$ cat config.mk
export PLATFORM = sky130hd
export DESIGN_NAME = alu_exec_unit
export DESIGN_NICKNAME = d
export VERILOG_FILES = /design/src/rtl/alu_exec_unit.sv
export SDC_FILE = /design/constraint.sdc
export NUM_CORES = 1
export LEC_CHECK = 0
export ABC_AREA = 1
export CORE_MARGIN = 5
export CORE_UTILIZATION = 25
export DETAILED_ROUTE_END_ITERATION = 8
export PLACE_DENSITY = 0.38
export RECOVER_POWER = 100
export SYNTH_ARGS = -nofsm -noshare
export SYNTH_HDL_FRONTEND = slang
export SYNTH_SLANG_ARGS = --single-unit
$ cat constraint.sdc
create_clock -name clk -period 1.2 [get_ports clk]
set_input_delay 0.24 -clock clk [delete_from_list [all_inputs] [get_ports clk]]
set_output_delay 0.24 -clock clk [all_outputs]
set_load 0.05 [all_outputs]
$ cat src/rtl/alu_exec_unit.sv
// alu_exec_unit: execution end of the reservation-station issue interface.
// Single-cycle integer/branch ops broadcast on the ALU CDB one cycle after
// issue. Define ALU_MULDIV_EN to add RV32M: 1-cycle multiply and a 32-step
// restoring divider that back-pressures issue through alu_busy.
module alu_exec_unit #(
  parameter int ROB_W  = 4,
  parameter int TYPE_W = 5
) (
  input  logic              clk,
  input  logic              rst,
  input  logic              rdy,
  input  logic              flush,
  input  logic              rs_shot,
  input  logic [31:0]       r1,
  input  logic [31:0]       r2,
  input  logic [ROB_W-1:0]  rob_id,
  input  logic [TYPE_W-1:0] work_type,
  output logic              alu_busy,
  output logic              alu_ready,
  output logic [ROB_W-1:0]  alu_rob_id,
  output logic [31:0]       alu_value
);

  typedef enum logic [TYPE_W-1:0] {
    OP_ADD    = TYPE_W'(0),  OP_SUB    = TYPE_W'(1),
    OP_SLL    = TYPE_W'(2),  OP_SLT    = TYPE_W'(3),
    OP_SLTU   = TYPE_W'(4),  OP_XOR    = TYPE_W'(5),
    OP_SRL    = TYPE_W'(6),  OP_SRA    = TYPE_W'(7),
    OP_OR     = TYPE_W'(8),  OP_AND    = TYPE_W'(9),
    OP_BEQ    = TYPE_W'(10), OP_BNE    = TYPE_W'(11),
    OP_BLT    = TYPE_W'(12), OP_BGE    = TYPE_W'(13),
    OP_BLTU   = TYPE_W'(14), OP_BGEU   = TYPE_W'(15),
    OP_MUL    = TYPE_W'(16), OP_MULH   = TYPE_W'(17),
    OP_MULHSU = TYPE_W'(18), OP_MULHU  = TYPE_W'(19),
    OP_DIV    = TYPE_W'(20), OP_DIVU   = TYPE_W'(21),
    OP_REM    = TYPE_W'(22), OP_REMU   = TYPE_W'(23)
  } op_e;

  op_e         op;
  logic [4:0]  shamt;
  logic        eq, lt_s, lt_u;
  logic [31:0] sc_value;
  logic        accept;
  logic        start_div;
  logic        div_last;
  logic [31:0] div_result;
  logic [ROB_W-1:0] div_rob;

  assign op     = op_e'(work_type);
  assign shamt  = r2[4:0];
  assign eq     = (r1 == r2);
  assign lt_s   = ($signed(r1) < $signed(r2));
  assign lt_u   = (r1 < r2);
  assign accept = rs_shot && rdy && !alu_busy && !flush;

`ifdef ALU_MULDIV_EN
  typedef enum logic [1:0] {S_IDLE, S_DIV, S_DONE} state_e;

  state_e      state, state_nx;
  logic [63:0] mul_a, mul_b, prod;
  logic        r2_zero, div_ovf, is_div, div_signed, div_special;
  logic [31:0] div_q, div_r, div_d;
  logic [4:0]  div_cnt;
  logic        div_is_rem, div_neg;
  logic [32:0] r_shift, r_diff;
  logic        q_bit;
  logic [31:0] q_nx, r_nx;

  // One 64x64 product serves all four multiplies; only the extension differs.
  assign mul_a = {((op == OP_MULH) || (op == OP_MULHSU)) ? {32{r1[31]}} : 32'd0, r1};
  assign mul_b = {(op == OP_MULH) ? {32{r2[31]}} : 32'd0, r2};
  assign prod  = mul_a * mul_b;

  assign r2_zero     = (r2 == '0);
  assign div_ovf     = (r1 == 32'h8000_0000) && (r2 == '1);
  assign is_div      = (op == OP_DIV) || (op == OP_DIVU) || (op == OP_REM) || (op == OP_REMU);
  assign div_signed  = (op == OP_DIV) || (op == OP_REM);
  assign div_special = r2_zero || (div_signed && div_ovf);
  assign start_div   = accept && is_div && !div_special;

  assign alu_busy = (state == S_DIV);
  assign div_last = (state == S_DIV) && (div_cnt == 5'd31) && !flush;

  // Restoring step; the final step feeds the CDB directly so the result
  // lands one edge after the 32nd busy cycle.
  assign r_shift = {div_r, div_q[31]};
  assign r_diff  = r_shift - {1'b0, div_d};
  assign q_bit   = !r_diff[32];
  assign r_nx    = q_bit ? r_diff[31:0] : r_shift[31:0];
  assign q_nx    = {div_q[30:0], q_bit};

  // Sign fix-up of the final quotient or remainder
  always_comb begin
    div_result = div_is_rem ? r_nx : q_nx;
    if (div_neg) div_result = ~div_result + 32'd1;
  end

  // Divider state register
  always_ff @(posedge clk or negedge rst) begin
    if (!rst)     state <= S_IDLE;
    else if (rdy) state <= state_nx;
  end

  // Divider next-state: IDLE and DONE both accept issue
  always_comb begin
    state_nx = state;
    case (state)
      S_DIV: begin
        if (flush)                  state_nx = S_IDLE;
        else if (div_cnt == 5'd31)  state_nx = S_DONE;
      end
      default: state_nx = start_div ? S_DIV : S_IDLE;
    endcase
  end

  // Divider datapath: load magnitudes on start, then shift one bit per cycle
  always_ff @(posedge clk or negedge rst) begin
    if (!rst) begin
      div_q      <= '0;
      div_r      <= '0;
      div_d      <= '0;
      div_cnt    <= '0;
      div_is_rem <= 1'b0;
      div_neg    <= 1'b0;
      div_rob    <= '0;
    end else if (rdy) begin
      if (start_div) begin
        div_q      <= (div_signed && r1[31]) ? (~r1 + 32'd1) : r1;
        div_d      <= (div_signed && r2[31]) ? (~r2 + 32'd1) : r2;
        div_r      <= '0;
        div_cnt    <= '0;
        div_is_rem <= (op == OP_REM) || (op == OP_REMU);
        div_neg    <= (op == OP_DIV) ? (r1[31] ^ r2[31]) :
                      (op == OP_REM) ? r1[31] : 1'b0;
        div_rob    <= rob_id;
      end else if (state == S_DIV) begin
        div_q   <= q_nx;
        div_r   <= r_nx;
        div_cnt <= div_cnt + 5'd1;
      end
    end
  end
`else
  assign alu_busy   = 1'b0;
  assign start_div  = 1'b0;
  assign div_last   = 1'b0;
  assign div_result = '0;
  assign div_rob    = '0;
`endif

  // Single-cycle result, including the divide cases resolved without iterating
  always_comb begin
    sc_value = '0;
    case (op)
      OP_ADD:    sc_value = r1 + r2;
      OP_SUB:    sc_value = r1 - r2;
      OP_SLL:    sc_value = r1 << shamt;
      OP_SLT:    sc_value = {31'd0, lt_s};
      OP_SLTU:   sc_value = {31'd0, lt_u};
      OP_XOR:    sc_value = r1 ^ r2;
      OP_SRL:    sc_value = r1 >> shamt;
      OP_SRA:    sc_value = $unsigned($signed(r1) >>> shamt);
      OP_OR:     sc_value = r1 | r2;
      OP_AND:    sc_value = r1 & r2;
      OP_BEQ:    sc_value = {31'd0, eq};
      OP_BNE:    sc_value = {31'd0, !eq};
      OP_BLT:    sc_value = {31'd0, lt_s};
      OP_BGE:    sc_value = {31'd0, !lt_s};
      OP_BLTU:   sc_value = {31'd0, lt_u};
      OP_BGEU:   sc_value = {31'd0, !lt_u};
`ifdef ALU_MULDIV_EN
      OP_MUL:    sc_value = prod[31:0];
      OP_MULH,
      OP_MULHSU,
      OP_MULHU:  sc_value = prod[63:32];
      OP_DIV:    sc_value = r2_zero ? '1 : 32'h8000_0000;
      OP_DIVU:   sc_value = '1;
      OP_REM:    sc_value = r2_zero ? r1 : '0;
      OP_REMU:   sc_value = r1;
`endif
      default:   sc_value = '0;
    endcase
  end

  // CDB broadcast register: one-cycle pulse, value/tag hold between pulses
  always_ff @(posedge clk or negedge rst) begin
    if (!rst) begin
      alu_ready  <= 1'b0;
      alu_rob_id <= '0;
      alu_value  <= '0;
    end else if (rdy) begin
      if (accept && !start_div) begin
        alu_ready  <= 1'b1;
        alu_rob_id <= rob_id;
        alu_value  <= sc_value;
      end else if (div_last) begin
        alu_ready  <= 1'b1;
        alu_rob_id <= div_rob;
        alu_value  <= div_result;
      end else begin
        alu_ready  <= 1'b0;
      end
    end
  end

endmodule

[Yosys cells after proc, flatten, opt, wreduce, memory -nomap -nowiden]
Cells that the tools add are included.
Word-level totals
  flip-flop bits (word level): 37
  input bits: 78
  output and inout port bits: 38
  word-level logic and storage cells: 41
Operators by class
  add/sub/neg operators: 2
  $lt $le $gt $ge: 2
  equality and inequality tests: 16
  shifts and indexed selects: 3
  multiplexer cells: 2
  bitwise operators: 3
  reductions and logical operators: 10
Operator list (count)
  32-bit case mux with 14 select lines: 1
  32-bit < comparator: 2
  5-bit by 4-bit equality test with 1-bit output (second input constant): 8
  32-bit adder: 1
  32-bit bitwise AND: 1
  32-bit equality test: 1
  32-bit OR: 1
  32-bit by 5-bit left shift with 32-bit output: 1
  32-bit by 5-bit >> shifter with 32-bit output: 1
  32-bit by 5-bit >>> shifter with 32-bit output: 1
  32-bit subtractor: 1
  32-bit XOR: 1
  5-bit by 3-bit equality test with 1-bit output (second input constant): 4
  5-bit by 2-bit equality test with 1-bit output (second input constant): 2
  5-bit by 1-bit equality test with 1-bit output (second input constant): 1
  5-bit zero test: 1
  1-bit zero test: 4
  2-bit OR reduction: 2
  1-bit logical AND: 2
  2-bit AND reduction: 1
  1-bit 2-to-1 mux: 1

[Logic depth before layout (Yosys ltp)]
Gate-level depths: netlist (run 1).
  depth after elaboration: 3
  depth in mapped cells: 21
  gate-level depth less buffers: 19

[Worst setup path after synthesis (run 1)]
Ideal clock, no wire load.
  path type: input to register
  start: in r2[4]
  end: reg alu_value[0]
  setup time: 0.118 ns
  arrival: 2.495 ns
  path slack: -1.413 ns
  stages on the path: 20
  path buffers: 4
  cells stage by stage: buf_2 -> inv_1 -> buf_2 -> buf_1 -> ha_1 -> buf_2 -> nor2_1 -> nand2_1 -> inv_1 -> nand2_1 -> nand2_1 -> nand2_1 -> nand2_1 -> nand2_2 -> nand3_1 -> nand2_1 -> nor2_1 -> nand2_1 -> nand2_1 -> nand2_1
Between the ends
  cells in the longest elaborated chain, start to end: 3
  elaborated cells between the ends (all ways): 10
RTL lines
  start: declaration: line 15  | input logic [31:0] r2,
  32-bit < comparator, or another cell as far along: line 53  | assign lt_u = (r1 < r2);
  1-bit zero test, on equally long branches: line 170, 166, 168
  32-bit case mux with 14 select lines *: line 154  | case (op)
  end signal: assignment: line 195  | alu_value <= sc_value;
  end signal: assignment: line 199  | alu_value <= div_result;
  end: declaration: line 21  | output logic [31:0] alu_value
Mark *: on every way between the ends. The rest lies on a longest branch, timed or not.
A chain may end at the register's enable or synchronous reset.

[Worst setup path after layout (run 1)]
  start: in r2[3]
  end: reg alu_value[8]
Between the ends
  cells in the longest elaborated chain, start to end: 2
  elaborated cells between the ends (all ways): 6
RTL lines
  32-bit subtractor, or another cell as far along: line 156  | OP_SUB: sc_value = r1 - r2;
  32-bit case mux with 14 select lines *: line 154
Marked as above.

==> results.cfg, run 1 <==
[outcome]
status = finished with violations
violations = setup timing

[logic_synthesis]
synth_top_area_share_pct = 27.7
yosys-top-cells-area = nand2_1 28%, nand3_1 16%, ha_1 12%
synth_nets = 2457
synthDistinctLibCells = 51
synth_area_per_cell_sq_um = 5.13
synth_ff_type = dfrtp_1
ys_seq_area_share_pct = 7.96
synth_seq_cells = 37
synth_edf_count = 0
synthArstFlopShare_pct = 100
yosysTopAreaCell = nand2_1
syn_area_sq_um = 11600
syn_inst = 2269
yosysWarnings = 0

[layout]
antennaDiodeCount = 0
nets = 3081
fillers = 4843
layout-drive-gt1-share_pct = 52.1
area_growth_pct = 91.0

[cts]
clk_latency_ps = 290
cts.clk_slew.worst_paths_ps = 70
htreeDepth = 2
clock_sinks = 37
cts_tree = built
clock_path_buffers = 2
root_buffer = clkbuf_16
numCtsBuffers = 5

[placed_design]
gp_congestion = 0.958
port_buffers = 114
pre_cts_ws_ps = -2240
dp_hpwl_mm = 62.1

[job]
max_cap_violations = 0

[route]
num_vias = 17724
ant_nets = 0
wl_mm = 75.7
drc = 0
wl_per_cell_um = 21.6
drt_iter0_drc = 1295
viasPerCell = 5.06
first_pass_iters = 6

[die]
fp.dieH_um = 226
pin_count = 116
start_util_pct = 25.2
core_area_sq_um = 46300
die_area_sq_um = 51000
die_w_um = 226
row_count = 79

[critical_path]
cp_max_fo = 5
crit_top_cell = nand2_4
cp.required_ps = 1370
cp-end-kind = register
cpPeakStageDelay_ps = 340
crit_type = input port to register
critPathSlowestCell = ha_4
worstSetupStartpointType = input port
path_cells = buf_12 > inv_8 > ha_4 > buf_6 > inv_4 > a21oi_4 > nand2_4 > nand2_4 > nand2_4 > a21oi_2 > o21ai_1 > nand2_1 > nand3_2 > o21ai_4 > nand2_1
cp.arrival_ps = 2110

[timing]
post-route-min-period_ps = 1940
final_hold_viol_count = 0
finalSetupTns_ps = -19890
slew_headroom_pct = 60.6
grt_setup_unrepaired = true
finalMaxSlewViolations = 0
min_period_over_period_pct = 162
worst_slack_ps = -738
setup_viol = 33
max_freq_mhz = 516
hold_ws_ps = 188
fin_skew_ps = 0
worst_slew_pin_slew_ps = 590

[global_routing]
grt_pass1_vias = 17449
grt_pass1_wl_mm = 109
grt_max_degree = 55
grt_use_total_pct = 28.5
grt_overflow = 0
antenna_found_initial = 0

[worst_hold_path]
hold_path.class = input port to register

[power]
p_per_area_nw_per_um2 = 602
power.leakage_nw = 11.5
vdd_drop_max_mv = 0.456
[metrics by stage]
stage	cell area [sq um]	cells	power (W)	utilization, %
6_report	22200	3501	0.0134	48.0
5_1_grt	22200	3501	0.0141	48.0
4_1_cts	21000	3472	0.0129	45.5
3_5_place_dp	17600	3394	0.00943	38.1
3_3_place_gp	17600	3394	0.00944	38.1
2_1_floorplan	11900	2269	0.00523	-
[synthesized netlist by cell type (5+ instances only)]
| cell | n |
|---|---|
| o22ai_1 | 6 |
| nand3_1 | 365 |
| dfrtp_1 | 37 |
| xor2_1 | 5 |
| o211ai_1 | 23 |
| nor2_4 | 6 |
| o21ai_1 | 10 |
| nor2_2 | 6 |
| nand2_2 | 6 |
| clkbuf_1 | 24 |
| a21oi_1 | 80 |
| buf_2 | 53 |
| inv_2 | 8 |
| nand4_1 | 27 |
| ha_1 | 108 |
| buf_4 | 13 |
| o21ai_0 | 76 |
| nor2_1 | 186 |
| o21bai_1 | 9 |
| buf_1 | 8 |
| inv_1 | 276 |
| nor3_1 | 17 |
| and2_1 | 11 |
| nand2_1 | 858 |
[logic make-up (layout without fill, tap and decap cells)]
group           Yosys count  in the layout  share of synthesized area (%)
flops                    37             37                           7.96
buf+inv                 388           1013                           13.7
simple gates           1501           1501                           54.9
compound gates          227            227                           11.1
xor+xnor                  5              5                          0.376
other cells               1              1                         0.0322
fa+ha+maj               110            110                           12.0
[timing repair]
item,in CTS,in global routing
setup buffers,69,35
setup endpoints to repair,33,37
hold buffers,1,0
endpoints found under the hold margin,37,0
gates cloned,4,0
pin swaps,236,241
resized for setup,1043,435
[layout by cell type, fill, tap and decap left out, types with 36 or more instances in the layout]
cell type	n
dfrtp_1	36
ha_1	53
a21oi_2	41
buf_4	496
nand3_1	280
nand2_1	589
buf_12	39
nand3_2	62
ha_4	39
nand2_2	190
nor2_2	59
nor2_1	73
inv_2	102
inv_1	152
nand2_4	81
buf_6	111
nor2_4	66
[registers in the layout, summed over array words and instances, names as in the netlist]
register	count
alu_value	32
alu_rob_id	4
alu_ready	1
[metal layers]
metal / GRT usage [%] / vias up / wire, um
met5: 0 / - / 0
met4: 6.54 / 0 / 2660
met3: 2.40 / 106 / 4100
met2: 48.8 / 560 / 35900
met1: 39.1 / 8541 / 33000
li1: - / 8517 / -
[where the power goes]
part           internal (W)  leakage, nW  switching [W]
clock               0.00120       0.0944       0.000653
sequential          0.00140        0.495       0.000103
combinational       0.00419         10.9        0.00584
total               0.00679         11.5        0.00659
[area by class of cell]
type | count | area (sq um) | area share, %
inverter | 287 | 1190 | 5.37
sequential | 37 | 927 | 4.17
tap | 607 | 759 | 3.42
multi-input combinational | 1844 | 12700 | 57.1
clock inverter | 3 | 68.8 | 0.310
clock buffer | 5 | 125 | 0.563
timing repair buffer | 718 | 6460 | 29.1
[worst max-delay path: cells and delay by family]
family | cells | cell delay [ps]
AOI/OAI and AO/OA | 4 | 610
and+or+nand+nor | 6 | 580
adders and majority gates | 1 | 340
buffers and inverters | 4 | 320
[path summary, 6_finish.rpt]
path                                           start                   endpoint  slack, ps  depth (start not counted)
max                                            r2[3]   alu_value[8]$_DFFE_PN0P_       -740                         15
min                                              rdy      alu_ready$_DFFE_PN0P_        190                          2
max reg2reg                alu_value[17]$_DFFE_PN0P_  alu_value[17]$_DFFE_PN0P_        430                          2
min reg2reg                 alu_value[2]$_DFFE_PN0P_   alu_value[2]$_DFFE_PN0P_        470                          2
max in group asynchronous                        rst   alu_value[7]$_DFFE_PN0P_        210                          3
min in group asynchronous                        rst  alu_rob_id[3]$_DFFE_PN0P_        570                          3
Power figures use the tool's default switching activity.
==> inputs of run 2 (changes only) <==
--- a/config.mk
+++ b/config.mk
@@ -7,10 +7,11 @@
 export LEC_CHECK = 0
 export ABC_AREA = 1
 export CORE_MARGIN = 5
-export CORE_UTILIZATION = 25
+export CORE_UTILIZATION = 49
 export DETAILED_ROUTE_END_ITERATION = 8
-export PLACE_DENSITY = 0.38
+export PLACE_DENSITY = 0.67
 export RECOVER_POWER = 100
+export SLEW_MARGIN = 5
 export SYNTH_ARGS = -nofsm -noshare
 export SYNTH_HDL_FRONTEND = slang
 export SYNTH_SLANG_ARGS = --single-unit
==> run 2 against run 1 <==
  * The run now fails in global routing (5_1_grt)
  * Area after synthesis stayed put
  * Synthesized cell count stayed put
==> results.cfg, run 2 <==
[placed_design]
gp_congestion = 1.10
dp_hpwl_mm = 50.4
port_buffers = 114
place_area_sq_um = 16700

[global_routing]
grt_max_degree = 59
grt_pass1_wl_mm = 133
grt_pass1_vias = 23011
grt_overflow = 6
grt_use_total_pct = 65.6

[cts]
clock_sinks = 37
root_buffer = clkbuf_16
clock_path_buffers = 2
htreeDepth = 2
numCtsBuffers = 5

[outcome]
tool.error = [ERROR GRT-0116] Global routing finished with congestion. Check the congestion regions in the DRC Viewer.
status = did not finish
lastStage = global routing (5_1_grt)

[logic_synthesis]
synth_top_area_share_pct = 27.7
synth_nets = 2457
yosys-top-cells-area = nand2_1 28%, nand3_1 16%, ha_1 12%
synthDistinctLibCells = 51
syn_area_sq_um = 11600
synthArstFlopShare_pct = 100
yosysTopAreaCell = nand2_1
synth_common_cells = 858 x nand2_1, 365 x nand3_1, 276 x inv_1, 186 x nor2_1, 108 x ha_1
synth_seq_cells = 37
synth_edf_count = 0
yosysWarnings = 0
ys_seq_area_share_pct = 7.96
synth_ff_type = dfrtp_1
syn_inst = 2269
synth_area_per_cell_sq_um = 5.13
synth_most_common_cell = nand2_1

[die]
die_w_um = 164
pin_count = 116
row_count = 56
fp.dieH_um = 164
start_util_pct = 49.7
-- run 2: cell counts after synthesis --
No cell type changed its count.
-- run 2: routing by layer --
metal  overflow  GRT usage (%)
met5          0           30.5
met4          4           61.0
met3          0           48.3
met2          2           84.6
met1          0           65.2
-- run 2: kinds of logic after synthesis --
logic type | synth area share [%]
AND/OR/NAND/NOR | 54.9
buffers and inverters | 13.7
XOR/XNOR | 0.376
other | 0.0322
flip-flops | 7.96
AO/OA/AOI/OAI | 11.1
adder cells (fa/ha/maj) | 12.0
-- run 2: what timing repair did --
| action | in CTS |
|---|---|
| gates cloned | 3 |
| endpoints found under the setup margin | 32 |
| hold buffers | 1 |
| pin swaps | 319 |
| buffers inserted | 96 |
| endpoints found under the hold margin | 37 |
| gates resized for setup | 1127 |
-- run 2: stage by stage --
stage / setup slack, ps / instances
4_1_cts: -657 / 3149
2_1_floorplan: -859 / 2269
3_5_place_dp: -1860 / 3050
3_3_place_gp: -1810 / 3050
==> inputs of run 3 (changes only) <==
--- a/config.mk
+++ b/config.mk
@@ -7,9 +7,9 @@
 export LEC_CHECK = 0
 export ABC_AREA = 1
 export CORE_MARGIN = 5
-export CORE_UTILIZATION = 49
+export CORE_UTILIZATION = 34
 export DETAILED_ROUTE_END_ITERATION = 8
-export PLACE_DENSITY = 0.67
+export PLACE_DENSITY_LB_ADDON = 0.15
 export RECOVER_POWER = 100
 export SLEW_MARGIN = 5
 export SYNTH_ARGS = -nofsm -noshare
==> run 3 against run 2 <==
  * The flow now finishes, with violations (setup timing)
==> results.cfg, run 3 (synthesized netlist as in run 1, its figures left out) <==
[critical_path]
critPathTopFamily = simple AND/OR/NAND/NOR gates
cpPeakStageDelay_ps = 400
cp-end-kind = register
path_cells = buf_12 > inv_8 > buf_6 > fa_2 > inv_2 > nand4_1 > nand2_2 > nand2_2 > nand2_4 > buf_6 > nand2_4 > nand2_2 > nand2_1 > nand3_1 > nand2_1 > o21ai_2 > nand2_1
critPathSlowestCell = fa_2
cp_num_buf_inv = 5
cp.arrival_ps = 2070
cp.required_ps = 1370
worstSetupStartpointType = input port
cp_max_fo = 5
crit_type = input port to register

[route]
drc = 0
viasPerCell = 5.46
ant_nets = 0
first_pass_iters = 7
drt_iter0_drc = 1751
wl_mm = 72.9
num_vias = 18277
wl_per_cell_um = 21.8

[die]
core_area_sq_um = 33700
die_area_sq_um = 38000
pin_count = 116
fp.dieH_um = 195
row_count = 67
die_w_um = 195
start_util_pct = 34.5

[global_routing]
grt_overflow = 0
met1_usage_pct = 46.6
grt_pass1_vias = 17888
met2_usage_pct = 61.0
grt_pass1_wl_mm = 105
gr-max-usage-layer = met2
antenna_found_initial = 0
met3_usage_pct = 3.98
grt_use_total_pct = 35.8
grt_max_degree = 46

[timing]
min_period_over_period_pct = 159
grt_setup_unrepaired = true
final_hold_viol_count = 0
finalMaxSlewViolations = 0
post-route-min-period_ps = 1900
fin_skew_ps = 0
max_freq_mhz = 526
setup_viol = 32
slew_headroom_pct = 66.9
worst_slew_pin_slew_ps = 493
worst_slack_ps = -702

[layout]
final_common_cell = nand2_1
largest_reg_flops = 32
nets = 3085
area_growth_pct = 86.2
stdcell_area_sq_um = 21700
layout-drive-gt1-share_pct = 51.6
top_register = alu_value
top_regs = alu_value x32, alu_rob_id x4, alu_ready x1
layout_common_cells = 585 x nand2_1, 492 x buf_4, 291 x nand3_1
antennaDiodeCount = 0
final_cells = 3346

[placed_design]
port_buffers = 114
place_area_sq_um = 17400
gp_congestion = 1.04
dp_hpwl_mm = 58.5
post-place-cells = 3246

[cts]
numCtsBuffers = 5
root_buffer = clkbuf_16
htreeDepth = 2
clock_sinks = 37
clk_latency_ps = 280
cts_tree = built
clock_path_buffers = 2
cts.clk_slew.worst_paths_ps = 70

[power]
pwr-share-clk_pct = 10.5
p_sw_w = 0.00654
seqPwrFrac_pct = 11.7
pwr-share-comb_pct = 77.9
p_int_w = 0.00631
p_per_area_nw_per_um2 = 593
swShare_pct = 50.9
vdd_drop_max_mv = 0.477
power.leakage_nw = 11.3

[worst_hold_path]
hold_path.class = input port to asynchronous set/reset pin

[job]
max_cap_violations = 0

[outcome]
status = finished with violations
violations = setup timing
## run 3: cell type report
type                       count  area (sq um)
inverter                     287          1200
tap                          448           561
sequential                    37           926
multi-input combinational   1844         12600
timing repair buffer         722          6290
clock buffer                   6           129
fill                        3132         12000
clock inverter                 2          10.0
## run 3: routing by layer
layer  wire (um)  up-vias
met5           0        -
met4        3860        0
met3        5180      191
met2       34300      829
met1       29600     8699
li1            -     8558
## run 3: through the flow
stage	TNS [ps]	util (%)	total power (W)	hold WS, ps	setup slack, ps
after floorplan	-24190	-	0.00523	-55.6	-859
after global placement	-54390	51.6	0.00923	186	-1940
after detailed placement	-54900	51.6	0.00926	194	-1950
after CTS	-19420	60.8	0.0122	424	-711
after global routing	-21620	64.3	0.0135	464	-762
final	-19360	64.3	0.0128	421	-702
## run 3: worst register-to-register path: cells and delay by family (launching register included)
family | cells | cell delay (ps)
AND/OR/NAND/NOR | 2 | 160
flip-flops | 1 | 440
## run 3: repair_timing
| item | in CTS | in global routing |
|---|---|---|
| pin swaps | 254 | 228 |
| setup endpoints to repair | 34 | 34 |
| cloned | 0 | 1 |
| gates resized for setup | 1033 | 439 |
| buffers inserted | 73 | 30 |
| hold buffers | 1 | 0 |
| endpoints found under the hold margin | 13 | 0 |
## run 3: final timing paths
kind | from | end | slack (ps) | cells past startpoint
max | r2[1] | alu_value[18]$_DFFE_PN0P_ | -700 | 17
min reg2reg | alu_rob_id[1]$_DFFE_PN0P_ | alu_rob_id[1]$_DFFE_PN0P_ | 470 | 2
min in group clk | alu_rob_id[1]$_DFFE_PN0P_ | alu_rob_id[1]$_DFFE_PN0P_ | 470 | 2
min | rst | alu_value[30]$_DFFE_PN0P_ | 420 | 2
max reg2reg | alu_value[21]$_DFFE_PN0P_ | alu_value[21]$_DFFE_PN0P_ | 500 | 2
max in group asynchronous | rst | alu_value[4]$_DFFE_PN0P_ | 170 | 3
## run 3: power by group through the flow
| stage | logic (W) | registers [W] | clock network, W |
|---|---|---|---|
| finish | 0.0100 | 0.00150 | 0.00135 |
| floorplan | 0.00320 | 0.00202 | 0 |
| detailed placement | 0.00765 | 0.00160 | 0 |
| global route | 0.0106 | 0.00151 | 0.00142 |
| CTS | 0.00921 | 0.00158 | 0.00137 |
| global placement | 0.00763 | 0.00160 | 0 |
